==> src/rtl/issue_queue_wakeup.sv <==
// rtl/issue_queue_wakeup.sv - out-of-order issue queue with tag wake-up, oldest-first select and age flush
module issue_queue_wakeup #(
  parameter int DEPTH      = 16,
  parameter int PREG_W     = 6,
  parameter int ID_W       = 8,
  parameter int PAYLOAD_W  = 64,
  parameter int WAKE_PORTS = 2
) (
  input  logic                         clk,
  input  logic                         rst_n,
  input  logic                         in_valid,
  output logic                         in_ready,
  input  logic [PAYLOAD_W-1:0]         in_payload,
  input  logic [ID_W-1:0]              in_id,
  input  logic [PREG_W-1:0]            in_rs_tag,
  input  logic [PREG_W-1:0]            in_rt_tag,
  input  logic                         in_rs_rdy,
  input  logic                         in_rt_rdy,
  input  logic [WAKE_PORTS-1:0]        wake_valid,
  input  logic [WAKE_PORTS*PREG_W-1:0] wake_tag,
  output logic                         out_valid,
  input  logic                         out_ready,
  output logic [PAYLOAD_W-1:0]         out_payload,
  output logic [ID_W-1:0]              out_id,
  input  logic                         flush,
  input  logic [ID_W-1:0]              flush_id,
  output logic [$clog2(DEPTH):0]       count
);

  localparam int IDX_W = $clog2(DEPTH);
  localparam logic [IDX_W:0] DEPTH_C = (IDX_W + 1)'(DEPTH);

  // Entry state: valid/ready bits are reset-relevant, the rest is plain storage
  logic [DEPTH-1:0]     valid_q, valid_d;
  logic [DEPTH-1:0]     rs_rdy_q, rs_rdy_d;
  logic [DEPTH-1:0]     rt_rdy_q, rt_rdy_d;
  logic [IDX_W:0]       count_q, count_d;
  logic [ID_W-1:0]      id_q      [DEPTH];
  logic [PAYLOAD_W-1:0] payload_q [DEPTH];
  logic [PREG_W-1:0]    rs_tag_q  [DEPTH];
  logic [PREG_W-1:0]    rt_tag_q  [DEPTH];

  logic             sel_found;
  logic [IDX_W-1:0] sel_idx;
  logic [ID_W-1:0]  sel_id;
  logic             free_found;
  logic [IDX_W-1:0] free_idx;
  logic             enq;
  logic             iss;

  // Wrap-aware age: a is younger than b when (a - b) mod 2^ID_W is in [1, 2^(ID_W-1))
  function automatic logic younger(input logic [ID_W-1:0] a, input logic [ID_W-1:0] b);
    logic [ID_W-1:0] diff;
    diff = a - b;
    return (diff != '0) && !diff[ID_W-1];
  endfunction

  // True when any active wake port broadcasts this tag
  function automatic logic wake_hit(input logic [PREG_W-1:0]            tag,
                                    input logic [WAKE_PORTS-1:0]        wv,
                                    input logic [WAKE_PORTS*PREG_W-1:0] wt);
    logic hit;
    hit = 1'b0;
    for (int p = 0; p < WAKE_PORTS; p++) begin
      if (wv[p] && (wt[p*PREG_W +: PREG_W] == tag)) hit = 1'b1;
    end
    return hit;
  endfunction

  // Pick the oldest entry with both sources ready
  always_comb begin
    sel_found = 1'b0;
    sel_idx   = '0;
    sel_id    = '0;
    for (int i = 0; i < DEPTH; i++) begin
      if (valid_q[i] && rs_rdy_q[i] && rt_rdy_q[i]) begin
        if (!sel_found || younger(sel_id, id_q[i])) begin
          sel_found = 1'b1;
          sel_idx   = IDX_W'(i);
          sel_id    = id_q[i];
        end
      end
    end
  end

  // Lowest-index free slot for dispatch
  always_comb begin
    free_found = 1'b0;
    free_idx   = '0;
    for (int i = 0; i < DEPTH; i++) begin
      if (!valid_q[i] && !free_found) begin
        free_found = 1'b1;
        free_idx   = IDX_W'(i);
      end
    end
  end

  assign in_ready    = (count_q < DEPTH_C) && !flush;
  assign out_valid   = sel_found && !flush;
  assign out_payload = payload_q[sel_idx];
  assign out_id      = id_q[sel_idx];
  assign count       = count_q;
  assign enq         = in_valid && in_ready && free_found;
  assign iss         = out_valid && out_ready;

  // Next entry state: wake-ups always apply; flush wins over issue/enqueue
  always_comb begin
    valid_d = valid_q;
    for (int i = 0; i < DEPTH; i++) begin
      rs_rdy_d[i] = rs_rdy_q[i] | wake_hit(rs_tag_q[i], wake_valid, wake_tag);
      rt_rdy_d[i] = rt_rdy_q[i] | wake_hit(rt_tag_q[i], wake_valid, wake_tag);
    end
    if (flush) begin
      for (int i = 0; i < DEPTH; i++) begin
        if (valid_q[i] && younger(id_q[i], flush_id)) valid_d[i] = 1'b0;
      end
    end else begin
      if (iss) valid_d[sel_idx] = 1'b0;
      if (enq) begin
        valid_d[free_idx]  = 1'b1;
        rs_rdy_d[free_idx] = in_rs_rdy | wake_hit(in_rs_tag, wake_valid, wake_tag);
        rt_rdy_d[free_idx] = in_rt_rdy | wake_hit(in_rt_tag, wake_valid, wake_tag);
      end
    end
    count_d = '0;
    for (int i = 0; i < DEPTH; i++) begin
      count_d = count_d + (IDX_W + 1)'(valid_d[i]);
    end
  end

  // Control state register with synchronous active-low reset
  always_ff @(posedge clk) begin
    if (!rst_n) begin
      valid_q  <= '0;
      rs_rdy_q <= '0;
      rt_rdy_q <= '0;
      count_q  <= '0;
    end else begin
      valid_q  <= valid_d;
      rs_rdy_q <= rs_rdy_d;
      rt_rdy_q <= rt_rdy_d;
      count_q  <= count_d;
    end
  end

  // Entry storage written only on accepted dispatch
  always_ff @(posedge clk) begin
    if (enq) begin
      id_q[free_idx]      <= in_id;
      payload_q[free_idx] <= in_payload;
      rs_tag_q[free_idx]  <= in_rs_tag;
      rt_tag_q[free_idx]  <= in_rt_tag;
    end
  end

endmodule

==> config.mk <==
export PLATFORM = sky130hd
export DESIGN_NAME = issue_queue_wakeup
export DESIGN_NICKNAME = d
export VERILOG_FILES = /design/src/rtl/issue_queue_wakeup.sv
export SDC_FILE = /design/constraint.sdc
export NUM_CORES = 2
export LEC_CHECK = 0
export BUFFER_PORTS_ARGS = -buffer_cell sky130_fd_sc_hd__buf_4
export CORE_ASPECT_RATIO = 0.6
export CORE_UTILIZATION = 35
export DETAILED_ROUTE_END_ITERATION = 8
export PLACE_DENSITY = 0.55
export SLEW_MARGIN = 20
export SYNTH_ARGS = -nofsm -noshare
export SYNTH_HDL_FRONTEND = slang
export SYNTH_SLANG_ARGS = --single-unit
==> constraint.sdc <==
create_clock -name clk -period 64.6 [get_ports clk]
set_clock_uncertainty 0.2 [all_clocks]
set_input_delay 19.38 -clock clk [delete_from_list [all_inputs] [get_ports clk]]
set_output_delay 19.38 -clock clk [all_outputs]
set_load 0.1 [all_outputs]
==> out/qor.yml <==
clocking:
  cts_tree: "yes"
  cts.reportedPaths.clkPinSlew_ns: 0.07
  htreeDepth: 4
  cts_root_buffer: "clkbuf_16"
  cts_buffer_depth: 3
  cts_buffers: 141
  clk_latency_ns: 0.80
  cts_num_sinks: 1397
sta:
  period_share_pct: 96.0
  min_period_ns: 62.00
  slew_headroom_pct: 20.7
  fmax_mhz: 16.1
  worst_pin_slew_ns: 1.19
  hold_viol_final: 0
  setup_viol: 0
  drv_slew: 0
  setup_slack_ns: 2.60
grt:
  grt.overflow.total: 0
  first_global_vias: 44334
  grt_max_degree: 159
  grt_first_pass_wirelength_um: 329000
  grt_util_all_layers_pct: 22.9
  antenna_found_initial: 32
setup_path:
  r2r_end: "count[2]"
  critical_path_required_ns: 45.02
  cpPeakStageDelay_ns: 0.68
  path_buf_inv: 21
  start_kind: "register"
  reg2reg_depth: 222
  path_common_cell: "a21oi_1"
  worst-path-max-fanout: 11
  worstSetupPathType: "register to output pin"
  cpMaxStageDelayCell: "or4b_2"
  end_kind: "output pin"
  r2r-start: "rt_rdy_q[0]"
  critical_path_arrival_ns: 42.42
  reg2reg_slack_ns: 20.26
  path_delay_family: "compound AO/OA/AOI/OAI gates"
hold_path:
  whs_path_depth: 2
  hold_class: "register to register"
  hp-start: "rs_rdy_q[15]"
  min_to: "rs_rdy_q[15]"
floorplan:
  io_pins: 192
  dieWidth_um: 573
  coreArea_mm2: 0.194
  dieArea_mm2: 0.198
  std_cell_rows: 125
  start_util_pct: 35.3
  die_y_um: 345
status:
  violations: "design-rule violations"
  status: "finished, violations left"
power:
  p_per_area_mw_per_mm2: 24.3
  ir_worst_vdd_mv: 0.0285
  static-leakage-power_nw: 28.1
  p_total_mw: 1.92
flow_run:
  maxCapViolCount: 0
drt:
  wl_um: 240000
  vias: 47116
  viasPerCell: 5.74
  ant_nets: 0
  post_drt_wl_per_cell_um: 29.2
  drc: 8
  first_pass_iters: 9
  drt_iter0_markers: 5747
logic_synthesis:
  yosysUniqueCellTypes: 97
  ys_ff_latch: 1397
  synthCells: 5286
  syn_area_mm2: 0.0686
  netlist.area_leader.share_pct: 58.8
  yosys-top-cells-area: "edfxtp_1, ha_1, xnor2_1, xor2_1, mux2i_1"
  syn_nets: 5661
  synth-edff-count: 1344
  synth_top_area_cell: "edfxtp_1"
  syn_area_per_cell_um2: 13.0
  seq_area_frac_synth_pct: 60.4
  synth_warnings: 0
  synthFlopType: "edfxtp_1"
  async_flop_share_pct: 0
placed_design:
  post-place-ws_ns: -0.805
  hpwl_um: 132000
  port_buffers: 191
  gp_congestion: 0.930
  dp.cells: 7873
  dpl-instance-area_mm2: 0.0728
finish:
  final_nets: 5862
  drive_above_1_share_pct: 13.9
  final_common_cell: "edfxtp_1"
  fill_cells: 17871
  final_util_pct: 40.7
  area_growth_pct: 15.2
  stdcell_count: 8209
  final_cell_area_mm2: 0.0790
  final_cell_mix: "edfxtp_1, nand2_1, xnor2_1, xor2_1, buf_4"
[synth_stat cells (46+ instances only)]
cell type  number
nand2_1       354
inv_1         214
ha_1          221
a211oi_1      183
mux2i_1       150
o221ai_1      143
or3_1          78
o22ai_1       222
nor2b_1        47
xor2_1        286
o21ai_0       243
nand3_1        51
dfxtp_1        53
a21oi_1       129
mux2_2         84
xnor2_1       310
nand2b_1       55
a21o_1         46
nor2_1        139
and3_1        161
nor4_1        111
edfxtp_1     1344
nand4_1       101
clkbuf_1      168
buf_2          62
[per-layer routing]
metal	part of all wire, %	wire (um)	vias up	track usage [%]
li1	-	-	20647	-
met1	46	110000	23820	35.0
met2	41	98100	2338	32.4
met3	11	26100	297	5.66
met4	2.1	5040	14	5.14
met5	0.036	86	-	0
[layout make-up]
class | instances | area, um2 | share of cell area [%]
well taps | 2603 | 3260 | 4.12
repair buffers | 324 | 3030 | 3.83
clock buffers | 179 | 3780 | 4.78
multi-input cells | 3408 | 26000 | 32.9
inverters | 215 | 807 | 1.02
flip-flops and latches | 1397 | 41400 | 52.4
diodes | 9 | 22.5 | 0.0285
clock inverters | 74 | 721 | 0.912
[worst max-delay path by stage]
stage          slack, ns   startpoint  depth (start not counted)              end
3_5_place_dp       -0.81   valid_q[0]                        212  out_payload[23]
3_3_place_gp        0.26   valid_q[0]                        213        out_id[1]
4_1_cts             0.14   valid_q[0]                        209        out_id[1]
2_1_floorplan       5.71   valid_q[0]                        210        out_id[0]
5_1_grt            -0.12  rs_rdy_q[0]                        217  out_payload[55]
6_report            2.60  rt_rdy_q[0]                        211        out_id[4]
[through the flow]
stage	setup TNS [ns]	hold WS, ns
floorplan	0	0.357
global placement	0	0.411
detailed placement	-41.90	0.412
CTS	0	0.426
global route	-4.26	0.499
finish	0	0.420
[where the power goes]
part | internal [mW] | switching, mW
registers | 0.996 | 0.00249
clock network | 0.454 | 0.365
logic | 0.0315 | 0.0745
total | 1.48 | 0.442
[worst reg2reg max path, delay by kind of cell (launching register included)]
| kind | cells | cell delay, ns |
|---|---|---|
| simple gates | 59 | 10.16 |
| fa+ha+maj | 29 | 9.63 |
| buf+inv | 25 | 2.87 |
| flops | 1 | 0.35 |
| compound gates | 84 | 15.10 |
| mux | 14 | 4.36 |
| xor+xnor | 11 | 1.59 |
[flip-flops by register name, summed over array words and instances (netlist names)]
| name | count |
|---|---|
| id_q | 128 |
| count | 5 |
| rt_tag_q | 96 |
| rs_rdy_q | 16 |
| rs_tag_q | 96 |
| valid_q | 16 |
| rt_rdy_q | 16 |
| payload_q | 1024 |
[timing repair]
item / 4_1_cts / 5_1_grt
pin swaps: 6 / 15
gates resized for setup: 18 / 173
endpoints found under the hold margin: 0 / 0
hold buffers: 0 / 0
cloned: 10 / 13
endpoints found under the setup margin: 72 / 72
buffers inserted: 9 / 41
[kinds of logic (layout without fill, tap and decap cells)]
group | Yosys count | after routing | share of synthesized area [%]
flops | 1397 | 1397 | 60.4
simple gates | 1199 | 1209 | 9.21
compound gates | 1104 | 1106 | 10.8
xor+xnor | 596 | 596 | 7.61
buf+inv | 493 | 792 | 3.20
fa+ha+maj | 262 | 262 | 5.23
mux | 235 | 235 | 3.59
other cells | 0 | 9 | 0
Note: power is estimated with default switching activity, not from simulation.
